$ cat config.mk
export PLATFORM = sky130hd
export DESIGN_NAME = macc_dot_ctrl_flat
export DESIGN_NICKNAME = d
export VERILOG_FILES = /design/src/rtl/macc_dot_ctrl_if.sv /design/src/rtl/macc_dot_ctrl.sv /design/src/flat_wrapper.sv
export SDC_FILE = /design/constraint.sdc
export NUM_CORES = 1
export LEC_CHECK = 0
export ABC_CLOCK_PERIOD_IN_PS = 5000
export CAP_MARGIN = 0
export CORE_UTILIZATION = 38
export DETAILED_ROUTE_END_ITERATION = 16
export GPL_ROUTABILITY_DRIVEN = 0
export PLACE_DENSITY = 0.87
export SKIP_CTS_REPAIR_TIMING = 1
export SYNTH_ARGS = -nofsm -noshare
export SYNTH_HDL_FRONTEND = slang
export SYNTH_SLANG_ARGS = --single-unit
$ cat constraint.sdc
create_clock -name clk -period 5 [get_ports clk]
set_input_delay 0.5 -clock clk [delete_from_list [all_inputs] [get_ports clk]]
set_output_delay 0.5 -clock clk [all_outputs]
set_load 0.01 [all_outputs]
$ cat src/rtl/macc_dot_ctrl_if.sv
// macc_dot_ctrl_if: input stream, DSP48 MACC bus and result stream of macc_dot_ctrl
// (m_beats exists only with MACC_CTRL_BEATCNT_EN)
interface macc_dot_ctrl_if #(
  parameter int WIDTH_A = 25,
  parameter int WIDTH_B = 18,
  parameter int WIDTH_P = 48
`ifdef MACC_CTRL_BEATCNT_EN
  , parameter int CNT_W = 16
`endif
);
  logic s_valid, s_ready, s_sub, s_last;
  logic [WIDTH_A-1:0] s_a, macc_a;
  logic [WIDTH_B-1:0] s_b, macc_b;
  logic [WIDTH_P-1:0] bias, macc_load_data, macc_p, m_data;
  logic macc_ce, macc_load, macc_addsb, macc_carryin;
  logic m_valid, m_ready;
`ifdef MACC_CTRL_BEATCNT_EN
  logic [CNT_W-1:0] m_beats;
`endif
  modport master (
    input s_valid, s_a, s_b, s_sub, s_last, bias, macc_p, m_ready,
    output s_ready, macc_ce, macc_load, macc_load_data, macc_addsb, macc_carryin,
    output macc_a, macc_b, m_valid, m_data
`ifdef MACC_CTRL_BEATCNT_EN
    , output m_beats
`endif
  );
  modport slave (
    output s_valid, s_a, s_b, s_sub, s_last, bias, macc_p, m_ready,
    input s_ready, macc_ce, macc_load, macc_load_data, macc_addsb, macc_carryin,
    input macc_a, macc_b, m_valid, m_data
`ifdef MACC_CTRL_BEATCNT_EN
    , input m_beats
`endif
  );
endinterface

$ cat src/rtl/macc_dot_ctrl.sv
// macc_dot_ctrl: sequences framed (a,b) beats into a DSP48 MACC and emits one dot product per frame
// Optional MACC_CTRL_BEATCNT_EN adds a saturating per-frame beat count on m_beats.
module macc_dot_ctrl #(
  parameter int WIDTH_A = 25,
  parameter int WIDTH_B = 18,
  parameter int WIDTH_P = 48,
  parameter int LATENCY = 3
`ifdef MACC_CTRL_BEATCNT_EN
  , parameter int CNT_W = 16
`endif
) (
  input logic clk,
  input logic rst,
  macc_dot_ctrl_if.master bus
);
  typedef enum logic [1:0] {IDLE, ACCUM, DRAIN} state_t;
  state_t state, state_nx;
  logic [2:0] wait_cnt;
  logic accept, first, expired, capture;
  always_ff @(posedge clk or posedge rst)
    if (rst) state <= IDLE;
    else state <= state_nx;
  always_comb begin
    bus.s_ready = state != DRAIN;
    accept = bus.s_ready & bus.s_valid;
    first = accept & state == IDLE;
    expired = wait_cnt == 3'(LATENCY);
    capture = state == DRAIN & expired & (!bus.m_valid | bus.m_ready);
    state_nx = capture ? IDLE : accept ? (bus.s_last ? DRAIN : ACCUM) : state;
  end
  // Idle cycles feed zeros with add so the accumulator stays put while draining.
  always_ff @(posedge clk or posedge rst)
    if (rst) begin
      bus.macc_ce <= 1'b1;
      bus.macc_load <= 1'b0;
      bus.macc_load_data <= WIDTH_P'(0);
      bus.macc_addsb <= 1'b1;
      bus.macc_carryin <= 1'b0;
      bus.macc_a <= WIDTH_A'(0);
      bus.macc_b <= WIDTH_B'(0);
      bus.m_valid <= 1'b0;
      bus.m_data <= WIDTH_P'(0);
      wait_cnt <= 3'd0;
    end else begin
      bus.macc_ce <= 1'b1;
      bus.macc_load <= first;
      bus.macc_load_data <= first ? bus.bias : WIDTH_P'(0);
      bus.macc_addsb <= !(accept & bus.s_sub);
      bus.macc_carryin <= 1'b0;
      bus.macc_a <= accept ? bus.s_a : WIDTH_A'(0);
      bus.macc_b <= accept ? bus.s_b : WIDTH_B'(0);
      bus.m_valid <= capture | bus.m_valid & !bus.m_ready;
      if (capture) bus.m_data <= bus.macc_p;
      wait_cnt <= state != DRAIN ? 3'd0 : expired ? wait_cnt : wait_cnt + 3'd1;
    end
`ifdef MACC_CTRL_BEATCNT_EN
  logic [CNT_W-1:0] beats;
  always_ff @(posedge clk or posedge rst)
    if (rst) begin
      beats <= '0;
      bus.m_beats <= '0;
    end else begin
      if (accept) beats <= first ? CNT_W'(1) : &beats ? beats : beats + 1'b1;
      if (capture) bus.m_beats <= beats;
    end
`endif
endmodule

$ cat src/flat_wrapper.sv
// flat-port wrapper written by rule: the top's interface ports become plain ports
module macc_dot_ctrl_flat 
#(
  parameter int WIDTH_A = 25,
  parameter int WIDTH_B = 18,
  parameter int WIDTH_P = 48,
  parameter int LATENCY = 3

)
  (clk, rst, bus_s_valid, bus_s_a, bus_s_b, bus_s_sub, bus_s_last, bus_bias, bus_macc_p, bus_m_ready, bus_s_ready, bus_macc_ce, bus_macc_load, bus_macc_load_data, bus_macc_addsb, bus_macc_carryin, bus_macc_a, bus_macc_b, bus_m_valid, bus_m_data);
  macc_dot_ctrl_if #(.WIDTH_A(WIDTH_A), .WIDTH_B(WIDTH_B), .WIDTH_P(WIDTH_P)) bus_i ();
  input logic clk;
  input logic rst;
  input wire logic [$bits(bus_i.s_valid)-1:0] bus_s_valid;
  input wire logic [$bits(bus_i.s_a)-1:0] bus_s_a;
  input wire logic [$bits(bus_i.s_b)-1:0] bus_s_b;
  input wire logic [$bits(bus_i.s_sub)-1:0] bus_s_sub;
  input wire logic [$bits(bus_i.s_last)-1:0] bus_s_last;
  input wire logic [$bits(bus_i.bias)-1:0] bus_bias;
  input wire logic [$bits(bus_i.macc_p)-1:0] bus_macc_p;
  input wire logic [$bits(bus_i.m_ready)-1:0] bus_m_ready;
  output wire logic [$bits(bus_i.s_ready)-1:0] bus_s_ready;
  output wire logic [$bits(bus_i.macc_ce)-1:0] bus_macc_ce;
  output wire logic [$bits(bus_i.macc_load)-1:0] bus_macc_load;
  output wire logic [$bits(bus_i.macc_load_data)-1:0] bus_macc_load_data;
  output wire logic [$bits(bus_i.macc_addsb)-1:0] bus_macc_addsb;
  output wire logic [$bits(bus_i.macc_carryin)-1:0] bus_macc_carryin;
  output wire logic [$bits(bus_i.macc_a)-1:0] bus_macc_a;
  output wire logic [$bits(bus_i.macc_b)-1:0] bus_macc_b;
  output wire logic [$bits(bus_i.m_valid)-1:0] bus_m_valid;
  output wire logic [$bits(bus_i.m_data)-1:0] bus_m_data;
  assign bus_i.s_valid = bus_s_valid;
  assign bus_i.s_a = bus_s_a;
  assign bus_i.s_b = bus_s_b;
  assign bus_i.s_sub = bus_s_sub;
  assign bus_i.s_last = bus_s_last;
  assign bus_i.bias = bus_bias;
  assign bus_i.macc_p = bus_macc_p;
  assign bus_i.m_ready = bus_m_ready;
  assign bus_s_ready = bus_i.s_ready;
  assign bus_macc_ce = bus_i.macc_ce;
  assign bus_macc_load = bus_i.macc_load;
  assign bus_macc_load_data = bus_i.macc_load_data;
  assign bus_macc_addsb = bus_i.macc_addsb;
  assign bus_macc_carryin = bus_i.macc_carryin;
  assign bus_macc_a = bus_i.macc_a;
  assign bus_macc_b = bus_i.macc_b;
  assign bus_m_valid = bus_i.m_valid;
  assign bus_m_data = bus_i.m_data;
  macc_dot_ctrl #(.WIDTH_A(WIDTH_A), .WIDTH_B(WIDTH_B), .WIDTH_P(WIDTH_P), .LATENCY(LATENCY)) u_core (.clk(clk), .rst(rst), .bus(bus_i));
endmodule
==> flow_metrics.tcl <==
set metrics [dict create \
    p_leak_uw 0.003907 \
    internal_power_uw 3129 \
    antennaDiodeCount 0 \
    p_switching_uw 1089 \
    area.growth.synth_to_final_pct 71.66 \
    cts_tree "done" \
    place_worst_setup_slack_ns 2.251 \
    ys_seq_area_share_pct 72.67 \
    r2r_slack_ns 2.80 \
    cell_area_after_layout_um2 8692 \
    layoutNonFillerInstCount 804 \
    timing.hold.worst_path_depth 1 \
    worst-endpoint-arrival_ns 1.94 \
    yosys_warnings 0 \
    fp.dieArea_um2 13790 \
    io_pins 290 \
    clock_power_share_pct 29.2 \
    syn_avg_cell_area_um2 15.16 \
    gr-total-overflow 0 \
    cts_root_buffer "sky130_fd_sc_hd__clkbuf_16" \
    mappedNetlistNets 481 \
    cts.clk_slew.worst_paths_ns 0.05 \
    start_util_pct 39.48 \
    port_buffers 287 \
    max_buffers_root_to_sink 2 \
    post_route_cells_drive_above_1_share_pct 11.87 \
    groute.usage.overall_pct 19.58 \
    wl_per_cell_um 15.70 \
    setup_viol_count_final 0 \
    synth.distinct_cells 25 \
    grt_antenna_before_repair 0 \
    setup_repair_after_global_routing_missed_its_margin "no" \
    ir_drop_uv 252.6 \
    critical_path_peak_fanout 51 \
    routed_wire_length_um 12630 \
    finalHoldViolCount 0 \
    p_sw_share_pct 25.82 \
    placedCellCount 774 \
    grt_max_degree 113 \
    smallest_hold_slack_ns 0.4887 \
    drt_drc_violations_left 0 \
    critical_path_class "reg2out" \
    syn-cell-area_um2 5064 \
    first_global_vias 3938 \
    maxSlewViolCount 0 \
    num_vias 3652 \
    fp.dieH_um 117.4 \
    antenna_left 0 \
    max_clock_freq_mhz 410.2 \
    num-nets-final 769 \
    num-fill-cells 887 \
    worstPathRequired_ns 4.50 \
    numCtsBuffers 17 \
    drt_first_iter_violations 120 \
    reg2regPathDepth 6 \
    min_path_type "reg2reg" \
    synth-seq-cells 147 \
    worst_slew_pin_slew_ns 0.9640 \
    placed_cell_area_um2 8087 \
    slew_headroom_pct 35.74 \
    drt-pass1-iter-count 4 \
    final_period_minus_worst_setup_slack_ns 2.438 \
    syn-instance-count 334 \
    clkSinkCount 147 \
    status "completed" \
    grt_first_pass_wirelength_um 20440 \
    postLayoutSetupSlackWorst_ns 2.562 \
    hpwlAfterDp_um 9129 \
    cts.htree.levels 4 \
    setup-tns-final_ns 0 \
    layout_worst_path_cycle_share_pct 48.75 \
    vias_per_cell 4.542 \
    chipWidth_um 117.4 \
    power_per_cell_area_nw_per_um2 485.2 \
    core_um2 12820 \
    max_cap_violations 0 \
    power_frac_comb_pct 31.5 \
    placement_rows 41 \
    cp-end-kind "output pin" \
    fin_skew_ns 0.007746 \
    worst_skew_pair.late_latency_ns 0.41 \
    sequentialPowerShare_pct 39.3 \
    setup.worst_path.start_class "register" \
]
worst paths after layout:
path                                         end                 start
setup / recovery                     bus_s_ready       u_core.state[0]
hold / removal              u_core.bus.m_data[4]  u_core.bus.m_data[4]
setup reg to reg           u_core.bus.m_data[10]    u_core.wait_cnt[0]
hold reg to reg             u_core.bus.m_data[4]  u_core.bus.m_data[4]
max in group asynchronous   u_core.bus.macc_a[8]                   rst
min in group asynchronous  u_core.bus.m_data[39]                   rst
registers in the layout, indices dropped and copies added (netlist names):
signal                     cells
u_core.bus.macc_load_data     48
u_core.bus.macc_a             25
u_core.bus.m_valid             1
u_core.bus.macc_load           1
u_core.bus.macc_addsb          1
u_core.state                   2
u_core.bus.macc_b             18
u_core.wait_cnt                3
u_core.bus.m_data             48
placed cells by master (no fill, tap or decap), types with 2 or more instances in the layout:
master                            netlist  layout
sky130_fd_sc_hd__bufinv_16              0       2
sky130_fd_sc_hd__dfrtp_1              146     146
sky130_fd_sc_hd__nor3b_4                0       2
sky130_fd_sc_hd__inv_1                  3       2
sky130_fd_sc_hd__clkbuf_8               0       5
sky130_fd_sc_hd__clkdlybuf4s50_1        0     287
sky130_fd_sc_hd__and3_1                43      43
sky130_fd_sc_hd__and2_1                48      48
sky130_fd_sc_hd__conb_1                 2       2
sky130_fd_sc_hd__clkbuf_1              15       3
sky130_fd_sc_hd__buf_4                  3       3
sky130_fd_sc_hd__ha_1                   2       2
sky130_fd_sc_hd__a21oi_1                3       3
sky130_fd_sc_hd__nor2_1                 5       5
sky130_fd_sc_hd__mux2_1                 9       9
sky130_fd_sc_hd__mux2_2                39      39
sky130_fd_sc_hd__clkbuf_16              0      17
worst max-delay path: stages (launching register included):
cell                              delay, ns
sky130_fd_sc_hd__dfrtp_1               0.42
sky130_fd_sc_hd__nand2b_4              0.43
sky130_fd_sc_hd__clkdlybuf4s50_1       0.65
layer usage:
metal	track usage, %	wire length, um
met4	9.253	346
met5	0	0
met3	9.290	1338
met1	19.94	4448
met2	33.65	6492
metrics by stage:
stage | util [%] | total power (uW)
after detailed placement | 63.05 | 3010
final | 67.78 | 4217
after floorplan | - | 2165
after global routing | 67.78 | 4428
after global placement | 63.05 | 2955
after CTS | 67.56 | 4263
Yosys cell counts:
library cell	number	area, um^2
sky130_fd_sc_hd__dfrtp_1	146	3654
sky130_fd_sc_hd__nand2b_4	1	13.76
sky130_fd_sc_hd__conb_1	2	7.510
sky130_fd_sc_hd__ha_1	2	25.02
sky130_fd_sc_hd__a21boi_0	1	7.510
sky130_fd_sc_hd__mux2_1	9	101.4
sky130_fd_sc_hd__mux2i_1	1	10.01
sky130_fd_sc_hd__nor2_1	5	18.77
sky130_fd_sc_hd__nor3b_2	2	25.02
sky130_fd_sc_hd__mux2_2	39	439.2
sky130_fd_sc_hd__o21ai_0	1	5.000
sky130_fd_sc_hd__dfstp_2	1	26.28
sky130_fd_sc_hd__clkbuf_1	15	56.30
sky130_fd_sc_hd__nand2b_1	1	6.260
sky130_fd_sc_hd__nand3_1	1	5.000
sky130_fd_sc_hd__inv_1	3	11.26
sky130_fd_sc_hd__a21oi_1	3	15.01
sky130_fd_sc_hd__buf_6	1	11.26
sky130_fd_sc_hd__a31oi_1	1	6.260
sky130_fd_sc_hd__xor2_1	1	8.760
sky130_fd_sc_hd__and2_1	48	300.3
sky130_fd_sc_hd__buf_4	3	22.52
sky130_fd_sc_hd__inv_2	1	3.750
sky130_fd_sc_hd__and3_1	43	269.0
sky130_fd_sc_hd__buf_2	3	15.01
cells by family after synthesis:
logic type	after synthesis	share of synthesized area (%)
compound gates	6	0.6671
buf+inv	26	2.372
flops	147	72.67
mux	49	10.87
fa+ha+maj	2	0.4941
simple gates	101	12.60
other cells	2	0.1483
xor+xnor	1	0.1730
area by class of cell:
cell class / count / area (um^2) / share of cell area, %
Clock buffer: 25 / 505.5 / 5.815
Clock inverter: 4 / 72.57 / 0.8349
Tap cell: 172 / 215.2 / 2.476
Inverter: 4 / 20.02 / 0.2303
Sequential cell: 147 / 3680 / 42.33
Timing Repair Buffer: 291 / 2923 / 33.63
Multi-Input combinational cell: 161 / 1276 / 14.68
power groups by stage:
stage | Clock [uW] | Combinational, uW | Sequential (uW)
after floorplan | 0 | 352 | 1810
after global placement | 0 | 1300 | 1660
after detailed placement | 0 | 1330 | 1680
after CTS | 1260 | 1340 | 1660
after global routing | 1320 | 1410 | 1700
final | 1230 | 1330 | 1660
Power figures use the tool's default switching activity.
